`config.mk`:
```
export PLATFORM = sky130hd
export DESIGN_NAME = cc_flag_unit_flat
export DESIGN_NICKNAME = d
export VERILOG_FILES = /design/src/rtl/cc_pkg.sv /design/src/rtl/cc_flag_unit_if.sv /design/src/rtl/cc_pending_ctr.sv /design/src/rtl/cc_flag_unit.sv /design/src/flat_wrapper.sv
export SDC_FILE = /design/constraint.sdc
export NUM_CORES = 1
export LEC_CHECK = 0
export ABC_AREA = 1
export BUFFER_PORTS_ARGS = -buffer_cell sky130_fd_sc_hd__buf_2
export CAP_MARGIN = 20
export CORE_AREA = 2 2 39 41
export CTS_CLUSTER_SIZE = 16
export DETAILED_ROUTE_END_ITERATION = 10
export DIE_AREA = 0 0 41 43
export PLACE_DENSITY = 0.83
export SLEW_MARGIN = 40
export SYNTH_ARGS = -nofsm -noshare
export SYNTH_HDL_FRONTEND = slang
export SYNTH_HIERARCHICAL = 1
export SYNTH_SLANG_ARGS = --single-unit
```
`constraint.sdc`:
```
create_clock -name clk -period 2.1 [get_ports clk]
set_clock_uncertainty 0.1 [all_clocks]
set_input_delay 0.21 -clock clk [delete_from_list [all_inputs] [get_ports clk]]
set_output_delay 0.21 -clock clk [all_outputs]
set_load 0.03 [all_outputs]
```
`src/rtl/cc_pkg.sv`:
```
// Shared constants and types for the condition-code flag unit.
package cc_pkg;

    localparam int unsigned FLAG_C = 0;
    localparam int unsigned FLAG_Z = 1;

    localparam int unsigned DEF_NFLAGS = 2;
    localparam int unsigned DEF_CTRL_W = 3;
    localparam int unsigned DEF_CNT_W  = 2;

    typedef logic [DEF_NFLAGS-1:0] flag_vec_t;

endpackage

```
`src/rtl/cc_flag_unit_if.sv`:
```
// Issue / writeback / decode signal bundle of the flag unit.
interface cc_flag_unit_if
    import cc_pkg::*;
#(
    parameter int unsigned NFLAGS = DEF_NFLAGS,
    parameter int unsigned CTRL_W = DEF_CTRL_W
);
    logic              iss_valid;
    logic [NFLAGS-1:0] iss_wmask;
    logic              iss_full;
    logic              wb_valid;
    logic [NFLAGS-1:0] wb_wmask;
    logic [NFLAGS-1:0] wb_flags;
    logic [CTRL_W-1:0] wb_ctrl;
    logic              flush;
    logic [NFLAGS-1:0] rd_need;
    logic [NFLAGS-1:0] flags_out;
    logic              flag_hazard;
    logic [CTRL_W-1:0] ctrl_out;
    logic              ctrl_valid;
    logic              err_ovf;
    logic              err_unf;

    modport master (
        output iss_valid, iss_wmask, wb_valid, wb_wmask, wb_flags, wb_ctrl, flush, rd_need,
        input  iss_full, flags_out, flag_hazard, ctrl_out, ctrl_valid, err_ovf, err_unf
    );

    modport slave (
        input  iss_valid, iss_wmask, wb_valid, wb_wmask, wb_flags, wb_ctrl, flush, rd_need,
        output iss_full, flags_out, flag_hazard, ctrl_out, ctrl_valid, err_ovf, err_unf
    );

endinterface

```
`src/rtl/cc_pending_ctr.sv`:
```
// Per-flag count of in-flight writers: increments on issue, decrements on commit, clears on flush.
module cc_pending_ctr #(
    parameter int unsigned CNT_W = 2
) (
    input  logic clk,
    input  logic reset,
    input  logic inc,
    input  logic dec_req,
    input  logic clr,
    output logic at_max,
    output logic pend,
    output logic unf
);

    localparam logic [CNT_W-1:0] CntMax = '1;

    logic [CNT_W-1:0] cnt_q, cnt_d;
    logic             nonzero;
    logic             dec;

    always_comb begin
        nonzero = (cnt_q != '0);
        at_max  = (cnt_q == CntMax);
        dec     = dec_req & nonzero;
        // Pending view as seen after this cycle's commit retires its writer.
        pend    = ((cnt_q - CNT_W'(dec)) != '0);
        unf     = dec_req & ~nonzero & ~clr;

        cnt_d = cnt_q;
        if (clr) begin
            cnt_d = '0;
        end else if (inc && !dec && !at_max) begin
            cnt_d = cnt_q + 1'b1;
        end else if (dec && !inc) begin
            cnt_d = cnt_q - 1'b1;
        end
    end

    always_ff @(posedge clk) begin
        if (reset) begin
            cnt_q <= '0;
        end else begin
            cnt_q <= cnt_d;
        end
    end

endmodule

```
`src/rtl/cc_flag_unit.sv`:
```
// Architectural condition flags with masked writeback, writeback bypass to decode,
// per-flag pending-writer tracking for hazard detection, and a registered ctrl sideband.
module cc_flag_unit
    import cc_pkg::*;
#(
    parameter int unsigned NFLAGS = DEF_NFLAGS,
    parameter int unsigned CTRL_W = DEF_CTRL_W,
    parameter int unsigned CNT_W  = DEF_CNT_W
) (
    input  logic         clk,
    input  logic         reset,
    cc_flag_unit_if.slave bus
);

    logic [NFLAGS-1:0] flags_q, flags_d;
    logic [CTRL_W-1:0] ctrl_q, ctrl_d;
    logic              ctrl_valid_q, ctrl_valid_d;
    logic              err_ovf_q, err_ovf_d;
    logic              err_unf_q, err_unf_d;

    logic [NFLAGS-1:0] commit;
    logic [NFLAGS-1:0] at_max;
    logic [NFLAGS-1:0] pend;
    logic [NFLAGS-1:0] unf;
    logic              iss_full;
    logic              iss_acc;

    // Deliberately uses only the registered counts so the full path stays short.
    assign iss_full = bus.iss_valid & |(bus.iss_wmask & at_max);
    assign iss_acc  = bus.iss_valid & ~iss_full & ~bus.flush;
    assign commit   = {NFLAGS{bus.wb_valid}} & bus.wb_wmask;

    for (genvar f = 0; f < NFLAGS; f++) begin : g_ctr
        cc_pending_ctr #(
            .CNT_W (CNT_W)
        ) u_ctr (
            .clk     (clk),
            .reset   (reset),
            .inc     (iss_acc & bus.iss_wmask[f]),
            .dec_req (commit[f]),
            .clr     (bus.flush),
            .at_max  (at_max[f]),
            .pend    (pend[f]),
            .unf     (unf[f])
        );
    end

    always_comb begin
        flags_d      = (commit & bus.wb_flags) | (~commit & flags_q);
        ctrl_d       = bus.wb_ctrl;
        ctrl_valid_d = bus.wb_valid;
        err_ovf_d    = err_ovf_q | iss_full;
        err_unf_d    = err_unf_q | (|unf);
    end

    always_ff @(posedge clk) begin
        if (reset) begin
            flags_q      <= '0;
            ctrl_q       <= '0;
            ctrl_valid_q <= 1'b0;
            err_ovf_q    <= 1'b0;
            err_unf_q    <= 1'b0;
        end else begin
            flags_q      <= flags_d;
            ctrl_q       <= ctrl_d;
            ctrl_valid_q <= ctrl_valid_d;
            err_ovf_q    <= err_ovf_d;
            err_unf_q    <= err_unf_d;
        end
    end

    assign bus.iss_full    = iss_full;
    assign bus.flags_out   = flags_d;
    assign bus.flag_hazard = |(bus.rd_need & pend) & ~bus.flush;
    assign bus.ctrl_out    = ctrl_q;
    assign bus.ctrl_valid  = ctrl_valid_q;
    assign bus.err_ovf     = err_ovf_q;
    assign bus.err_unf     = err_unf_q;

endmodule

```
`src/flat_wrapper.sv`:
```
// flat-port wrapper written by rule: the top's interface ports become plain ports
module cc_flag_unit_flat import cc_pkg::*;
#(
    parameter int unsigned NFLAGS = DEF_NFLAGS,
    parameter int unsigned CTRL_W = DEF_CTRL_W,
    parameter int unsigned CNT_W  = DEF_CNT_W
)
  (clk, reset, bus_iss_valid, bus_iss_wmask, bus_wb_valid, bus_wb_wmask, bus_wb_flags, bus_wb_ctrl, bus_flush, bus_rd_need, bus_iss_full, bus_flags_out, bus_flag_hazard, bus_ctrl_out, bus_ctrl_valid, bus_err_ovf, bus_err_unf);
  cc_flag_unit_if #(.NFLAGS(NFLAGS), .CTRL_W(CTRL_W)) bus_i ();
  input  logic clk;
  input  logic reset;
  input wire logic [$bits(bus_i.iss_valid)-1:0] bus_iss_valid;
  input wire logic [$bits(bus_i.iss_wmask)-1:0] bus_iss_wmask;
  input wire logic [$bits(bus_i.wb_valid)-1:0] bus_wb_valid;
  input wire logic [$bits(bus_i.wb_wmask)-1:0] bus_wb_wmask;
  input wire logic [$bits(bus_i.wb_flags)-1:0] bus_wb_flags;
  input wire logic [$bits(bus_i.wb_ctrl)-1:0] bus_wb_ctrl;
  input wire logic [$bits(bus_i.flush)-1:0] bus_flush;
  input wire logic [$bits(bus_i.rd_need)-1:0] bus_rd_need;
  output wire logic [$bits(bus_i.iss_full)-1:0] bus_iss_full;
  output wire logic [$bits(bus_i.flags_out)-1:0] bus_flags_out;
  output wire logic [$bits(bus_i.flag_hazard)-1:0] bus_flag_hazard;
  output wire logic [$bits(bus_i.ctrl_out)-1:0] bus_ctrl_out;
  output wire logic [$bits(bus_i.ctrl_valid)-1:0] bus_ctrl_valid;
  output wire logic [$bits(bus_i.err_ovf)-1:0] bus_err_ovf;
  output wire logic [$bits(bus_i.err_unf)-1:0] bus_err_unf;
  assign bus_i.iss_valid = bus_iss_valid;
  assign bus_i.iss_wmask = bus_iss_wmask;
  assign bus_i.wb_valid = bus_wb_valid;
  assign bus_i.wb_wmask = bus_wb_wmask;
  assign bus_i.wb_flags = bus_wb_flags;
  assign bus_i.wb_ctrl = bus_wb_ctrl;
  assign bus_i.flush = bus_flush;
  assign bus_i.rd_need = bus_rd_need;
  assign bus_iss_full = bus_i.iss_full;
  assign bus_flags_out = bus_i.flags_out;
  assign bus_flag_hazard = bus_i.flag_hazard;
  assign bus_ctrl_out = bus_i.ctrl_out;
  assign bus_ctrl_valid = bus_i.ctrl_valid;
  assign bus_err_ovf = bus_i.err_ovf;
  assign bus_err_unf = bus_i.err_unf;
  cc_flag_unit #(.NFLAGS(NFLAGS), .CTRL_W(CTRL_W), .CNT_W(CNT_W)) u_core (.clk(clk), .reset(reset), .bus(bus_i));
endmodule
```
==> results.tsv, run 1 <==
stage	metric	value	unit
yosys	syn_area	608	sq um
cts	cts_buffers	3	
cts	ctsResizeCount	0	
setup_path	cp.arrival	1330	ps
worst_hold_path	hold_end	u_core/bus.ctrl_out[1]	
sta	finalHoldViolCount	0	
sta	fmax	610	MHz
sta	fin_tns_setup	0	ps
route	ant_nets	0	
setup_path	worst_setup_path_end_kind	output pin	
power	p_leak	0.000430	uW
run_status	status	finished, final reports clean	
yosys	syn_avg_cell_area	6.99	sq um
setup_path	r2r_start	u_core/g_ctr[0].u_ctr/cnt_q[1]	
yosys	yosysTopAreaCell	dfxtp_1	
sta	fin_ws	460	ps
setup_path	crit_required	1790	ps
yosys	synth_cells	87	
power	p_per_area	607	mW/mm^2
worst_hold_path	hold_class	in -> reg	
place	port_buffers	25	
cts	post-cts-setup-buffer-count	0	
sta	relSlewSlack	69.7	%
cts	clkLatencyLatePin	270	ps
grt	grt_max_degree	11	
sta	rsz0062_at_grt	false	
layout	nNetsFinal	132	
cts	cts-root-buf	clkbuf_4	
sta	hold-worst-slack	34.8	ps
die	fp.coreArea	0.00138	sq mm
route	vias	603	
place	dp.cells	127	
layout	diodes	0	
setup_path	crit_chain	nand2_1 > inv_1 > nand2_1 > nand2_1 > nand2_1 > inv_1 > buf_2	
cts	path_clk_slew	80	ps
power	p_sw_share	28.8	%
setup_path	cpMostUsedCell	nand2_1	
sta	finalCriticalPeriod	1640	ps
setup_path	critPathMaxStageDelay	410	ps
die	rows	14	
power	pwr-share-seq	51.2	%
yosys	syn_nets	103	
place	gp_congestion	0.776	
yosys	async_reset_ff_share	0	%
layout	syn2layout_area_growth	26.7	%
sta	worstMarginPinSlew	454	ps
power	ir_drop	0.000378	V
route	drtIter0Drc	13	
cts	clockBufferDepth	2	
setup_path	rrSetupSlack	610	ps
yosys	synth-warning-count	6	
worst_hold_path	hp-start	bus_wb_ctrl[1]	
worst_hold_path	min_delay_path_depth	3	
die	fp.dieW	41	um
setup_path	crit_buf_inv	3	
cts	cts_tree	done	
layout	final_cells	130	
yosys	synth_edf_count	0	
route	drc	0	
cts	clock_sinks	12	
die	io_pins	26	
place	post-place-ws	636	ps
yosys	ys.flop_type	dfxtp_1	
setup_path	slowest_stage	dfxtp_1	
yosys	synth_common_cells	nand2_1 (21), inv_1 (19), dfxtp_1 (12)	
yosys	yosysMostFrequentCell	nand2_1	
route	routed_wl	1230	um
grt	grt_pass1_vias	547	
yosys	yosys.area.top_type_share	39.5	%
yosys	synthTopCellsByArea	dfxtp_1 (40%), nand2_1 (13%), inv_1 (12%)	
setup_path	worstRegToRegCells	7	
cts	ctsHoldBuffers	0	
sta	setup_viol	0	
sta	post-route-period-util	78.1	%
cts	htree_levels	1	
yosys	ys_seq_area_share	39.5	%
setup_path	start_kind	register	
setup_path	r2r-end	u_core/g_ctr[0].u_ctr/cnt_q[0]	
layout	nFillCells	141	
setup_path	crit_path_max_fanout	5	
power	power.net_switching	135	uW
grt	grt_pass1_wl	2030	um
die	start_util	43.9	%
layout	drive_above_1_share	37.7	%
yosys	synth-seq-cells	12	
setup_path	cpLargestDelayFamily	flip-flops	
place	hpwlAfterDp	975	um
power	power_frac_comb	18.0	%
job	drv_cap	0	
power	internal-power	333	uW
route	drt_pre_antenna_iters	4	
yosys	ys_types	17	
die	fp.dieArea	0.00176	sq mm
power	p_clk_share	30.8	%
grt	antenna_found_initial	0	
route	wl_per_cell	9.42	um
layout	utilization	55.7	%
grt	overflow	0	
sta	slew_violations	0	
setup_path	crit_type	reg -> out	
die	die_height	43	um
route	vias_per_cell	4.64	
grt	track_usage	17.2	%
cells in the final DEF, fill, tap and decap left out:
cell	instances
buf_2	25
nand2_1	21
inv_1	19
dfxtp_1	12
a21oi_1	5
nor2_1	5
clkbuf_4	3
a21oi_2	3
nor3_1	3
nand2_2	2
o21ai_2	2
nor3b_1	2
nor2_2	2
inv_2	2
nand3_2	2
nand3_1	2
or2_1	2
nor3_2	2
worst reg2reg max path, delay by kind of cell (launching register included):
| family | cells | cell delay (ps) |
|---|---|---|
| AO/OA/AOI/OAI | 1 | 150 |
| AND/OR/NAND/NOR | 5 | 800 |
| buffers and inverters | 1 | 50 |
| flip-flops | 1 | 350 |
power by group through the flow:
stage	combinational [uW]	sequential (uW)	clock, uW
6_report	84.3	239	144
4_1_cts	85.0	239	151
3_5_place_dp	84.6	245	0
5_1_grt	93.8	240	155
3_3_place_gp	83.1	244	0
2_1_floorplan	42.8	256	0
worst max-delay path by stage:
| stage | start | to | slack, ps | cells after the start |
|---|---|---|---|---|
| after global placement | bus_wb_valid | bus_flag_hazard | 690 | 9 |
| after floorplan | bus_wb_valid | bus_flag_hazard | 710 | 7 |
| after detailed placement | u_core/g_ctr[0].u_ctr/cnt_q[1] | u_core/g_ctr[0].u_ctr/cnt_q[0] | 640 | 7 |
| final | u_core/g_ctr[0].u_ctr/cnt_q[1] | bus_iss_full | 460 | 7 |
| after global routing | u_core/g_ctr[0].u_ctr/cnt_q[1] | bus_iss_full | 340 | 7 |
| after CTS | u_core/g_ctr[0].u_ctr/cnt_q[1] | bus_iss_full | 460 | 7 |
area by class of cell:
type	instances	area [sq um]	area share, %
timing repair buffer	25	125	16.2
clock buffer	3	22.5	2.92
inverter	21	78.8	10.2
tap	16	20.0	2.60
multi-input combinational	53	284	36.9
sequential	12	240	31.2
per-layer routing:
metal / part of all wire [%] / routed length [um] / track usage (%)
met1: 48 / 590 / 21.6
met4: 2.5 / 31 / 10.7
met2: 43 / 528 / 24.7
met3: 6.0 / 73 / 4.71
met5: 0 / 0 / 0
stage by stage:
step | power [uW] | cell area, sq um
2_1_floorplan | 299 | 608
3_3_place_gp | 328 | 748
3_5_place_dp | 329 | 748
4_1_cts | 476 | 771
5_1_grt | 489 | 771
6_report | 468 | 771
sequential cells by signal, summed over array words and instances (netlist names):
| name | flops |
|---|---|
| u_core/bus.ctrl_out | 3 |
| u_core/bus.err_unf | 1 |
| u_core/bus.ctrl_valid | 1 |
| u_core/flags_q | 2 |
| u_core/bus.err_ovf | 1 |
| u_core/g_ctr.u_ctr/cnt_q | 4 |
cell families after synthesis:
kind of cell | after synthesis | synth area share, %
AO/OA/AOI/OAI | 10 | 11.3
buffers and inverters | 22 | 13.8
flip-flops | 12 | 39.5
AND/OR/NAND/NOR | 43 | 35.4
No activity file was read; power rests on OpenSTA's default activity.
==> inputs of run 2 (changes only) <==
--- a/config.mk
+++ b/config.mk
@@ -8,11 +8,10 @@
 export ABC_AREA = 1
 export BUFFER_PORTS_ARGS = -buffer_cell sky130_fd_sc_hd__buf_2
 export CAP_MARGIN = 20
-export CORE_AREA = 2 2 39 41
+export CORE_UTILIZATION = 44
 export CTS_CLUSTER_SIZE = 16
 export DETAILED_ROUTE_END_ITERATION = 10
-export DIE_AREA = 0 0 41 43
-export PLACE_DENSITY = 0.83
+export PLACE_DENSITY = 0.81
 export SLEW_MARGIN = 40
 export SYNTH_ARGS = -nofsm -noshare
 export SYNTH_HDL_FRONTEND = slang
==> constraint.sdc (replaced) <==
create_clock -name clk -period 1.6 [get_ports clk]
set_clock_uncertainty 0.1 [all_clocks]
set_input_delay 0.16 -clock clk [delete_from_list [all_inputs] [get_ports clk]]
set_output_delay 0.16 -clock clk [all_outputs]
set_load 0.03 [all_outputs]
==> results.tsv, run 2 (synthesized netlist as in run 1, its figures left out) <==
stage	metric	value	unit
setup_path	critPathCapture	bus_iss_full	
sta	fin_tns_setup	0	ps
layout	syn2layout_area_growth	37.4	%
cts	clock_sinks	12	
setup_path	crit_type	reg -> out	
route	ant_nets	0	
die	fp.dieW	39.2	um
die	fp.dieArea	0.00153	sq mm
power	ir_drop	0.000504	V
run_status	status	finished, final reports clean	
setup_path	start_kind	register	
layout	nNetsFinal	136	
setup_path	rrSetupSlack	180	ps
sta	finalHoldViolCount	0	
setup_path	worst_setup_path_end_kind	output pin	
cts	path_clk_slew	80	ps
power	power_frac_comb	17.6	%
cts	cts_tree	done	
place	gp_congestion	0.735	
route	drc	0	
sta	post-route-period-util	91.9	%
die	io_pins	26	
sta	setup_viol	0	
sta	finalCriticalPeriod	1470	ps
power	p_clk_share	36.0	%
die	start_util	47.3	%
route	routed_wl	1260	um
route	wl_per_cell	9.41	um
sta	slew_violations	0	
setup_path	cp-startpoint	u_core/g_ctr[0].u_ctr/cnt_q[1]	
setup_path	r2r_start	u_core/g_ctr[0].u_ctr/cnt_q[1]	
route	vias_per_cell	4.51	
grt	track_usage	20.2	%
setup_path	crit_path_max_fanout	5	
worst_hold_path	hold_class	in -> reg	
place	dp.cells	126	
layout	final_cells	134	
power	p_leak	0.000457	uW
power	p_per_area	802	mW/mm^2
sta	rsz0062_at_grt	false	
sta	worstMarginPinSlew	387	ps
route	dr_wl_met2	678	um
cts	clockBufferDepth	2	
power	power.net_switching	180	uW
grt	grt_pass1_vias	528	
cts	clkLatencyLatePin	270	ps
route	top_layer_used	met3	
layout	layout.cells.most_common	buf_2	
layout	largest_register_ffs	4	
setup_path	worstRegToRegCells	7	
route	drt_pre_antenna_iters	4	
die	fp.coreArea	0.00128	sq mm
grt	grt_pass1_wl	2010	um
layout	largest_register	u_core/g_ctr.u_ctr/cnt_q	
power	pwr-share-seq	46.4	%
cts	cts-root-buf	clkbuf_4	
grt	antenna_found_initial	0	
place	port_buffers	25	
power	p_sw_share	26.9	%
die	rows	13	
power	p_total	670	uW
sta	hold-worst-slack	31.4	ps
layout	diodes	0	
setup_path	r2r-end	u_core/g_ctr[1].u_ctr/cnt_q[0]	
layout	drive_above_1_share	42.0	%
setup_path	crit_required	1340	ps
cts	cts_buffers	3	
grt	overflow	0	
layout	final_cell_mix	buf_2 (24), nand2_1 (20), inv_1 (19)	
route	vias	604	
cts	htree_levels	1	
grt	grt_max_degree	11	
power	internal-power	490	uW
route	dr_wl_met3	70	um
route	met1Wirelength	511	um
setup_path	cp.arrival	1210	ps
route	drtIter0Drc	1	
place	hpwlAfterDp	920	um
job	drv_cap	0	
die	die_height	39.2	um
sta	fmax	680	MHz
sta	relSlewSlack	74.1	%
## run 2: power by group through the flow
stage          registers (uW)  clock network, uW  logic [uW]
4_1_cts                   314                249         117
2_1_floorplan             336                  0        56.2
5_1_grt                   312                274         130
3_3_place_gp              321                  0         109
6_report                  311                241         118
3_5_place_dp              321                  0         111
## run 2: timing repair
item | CTS | global route
setup endpoints to repair | 0 | 2
setup buffers | 0 | 1
gates resized for setup | 0 | 8
hold buffers | 3 | 0
endpoints found under the hold margin | 3 | 0
## run 2: worst min-delay path by stage
stage | depth (start not counted) | startpoint | endpoint
4_1_cts | 3 | bus_wb_flags[0] | u_core/flags_q[0]
6_report | 3 | bus_wb_flags[1] | u_core/flags_q[1]
3_3_place_gp | 3 | bus_wb_ctrl[1] | u_core/bus.ctrl_out[1]
5_1_grt | 3 | bus_wb_flags[0] | u_core/flags_q[0]
3_5_place_dp | 3 | bus_wb_ctrl[2] | u_core/bus.ctrl_out[2]
2_1_floorplan | 2 | bus_wb_ctrl[0] | u_core/bus.ctrl_out[0]
## run 2: worst max-delay path, cell delays in order, from the launching register on
cell	delay, ps
dfxtp_4	370
nand2_1	60
inv_1	50
nand2_1	40
nand2_1	110
nand2_2	80
inv_1	50
clkbuf_4	170
## run 2: metal layers
metal / vias up / global-route usage [%]
met2: 14 / 37.1
met1: 263 / 19.4
met4: 0 / 5.17
li1: 327 / -
met3: 0 / 10.4
met5: - / 0
## run 2: layout make-up
| type | count | area [sq um] |
|---|---|---|
| inverter | 21 | 78.8 |
| timing repair buffer | 29 | 165 |
| multi-input combinational | 53 | 287 |
| sequential | 12 | 250 |
| tap | 15 | 18.8 |
| clock buffer | 4 | 36.3 |
| fill | 117 | 449 |
## run 2: metrics by stage
stage	cell area, sq um	worst slack (ps)	utilization (%)
after CTS	813	23.7	63.3
after global routing	836	7.19	65.0
after floorplan	608	291	-
after global placement	747	238	58.1
final	836	129	65.0
after detailed placement	747	183	58.1
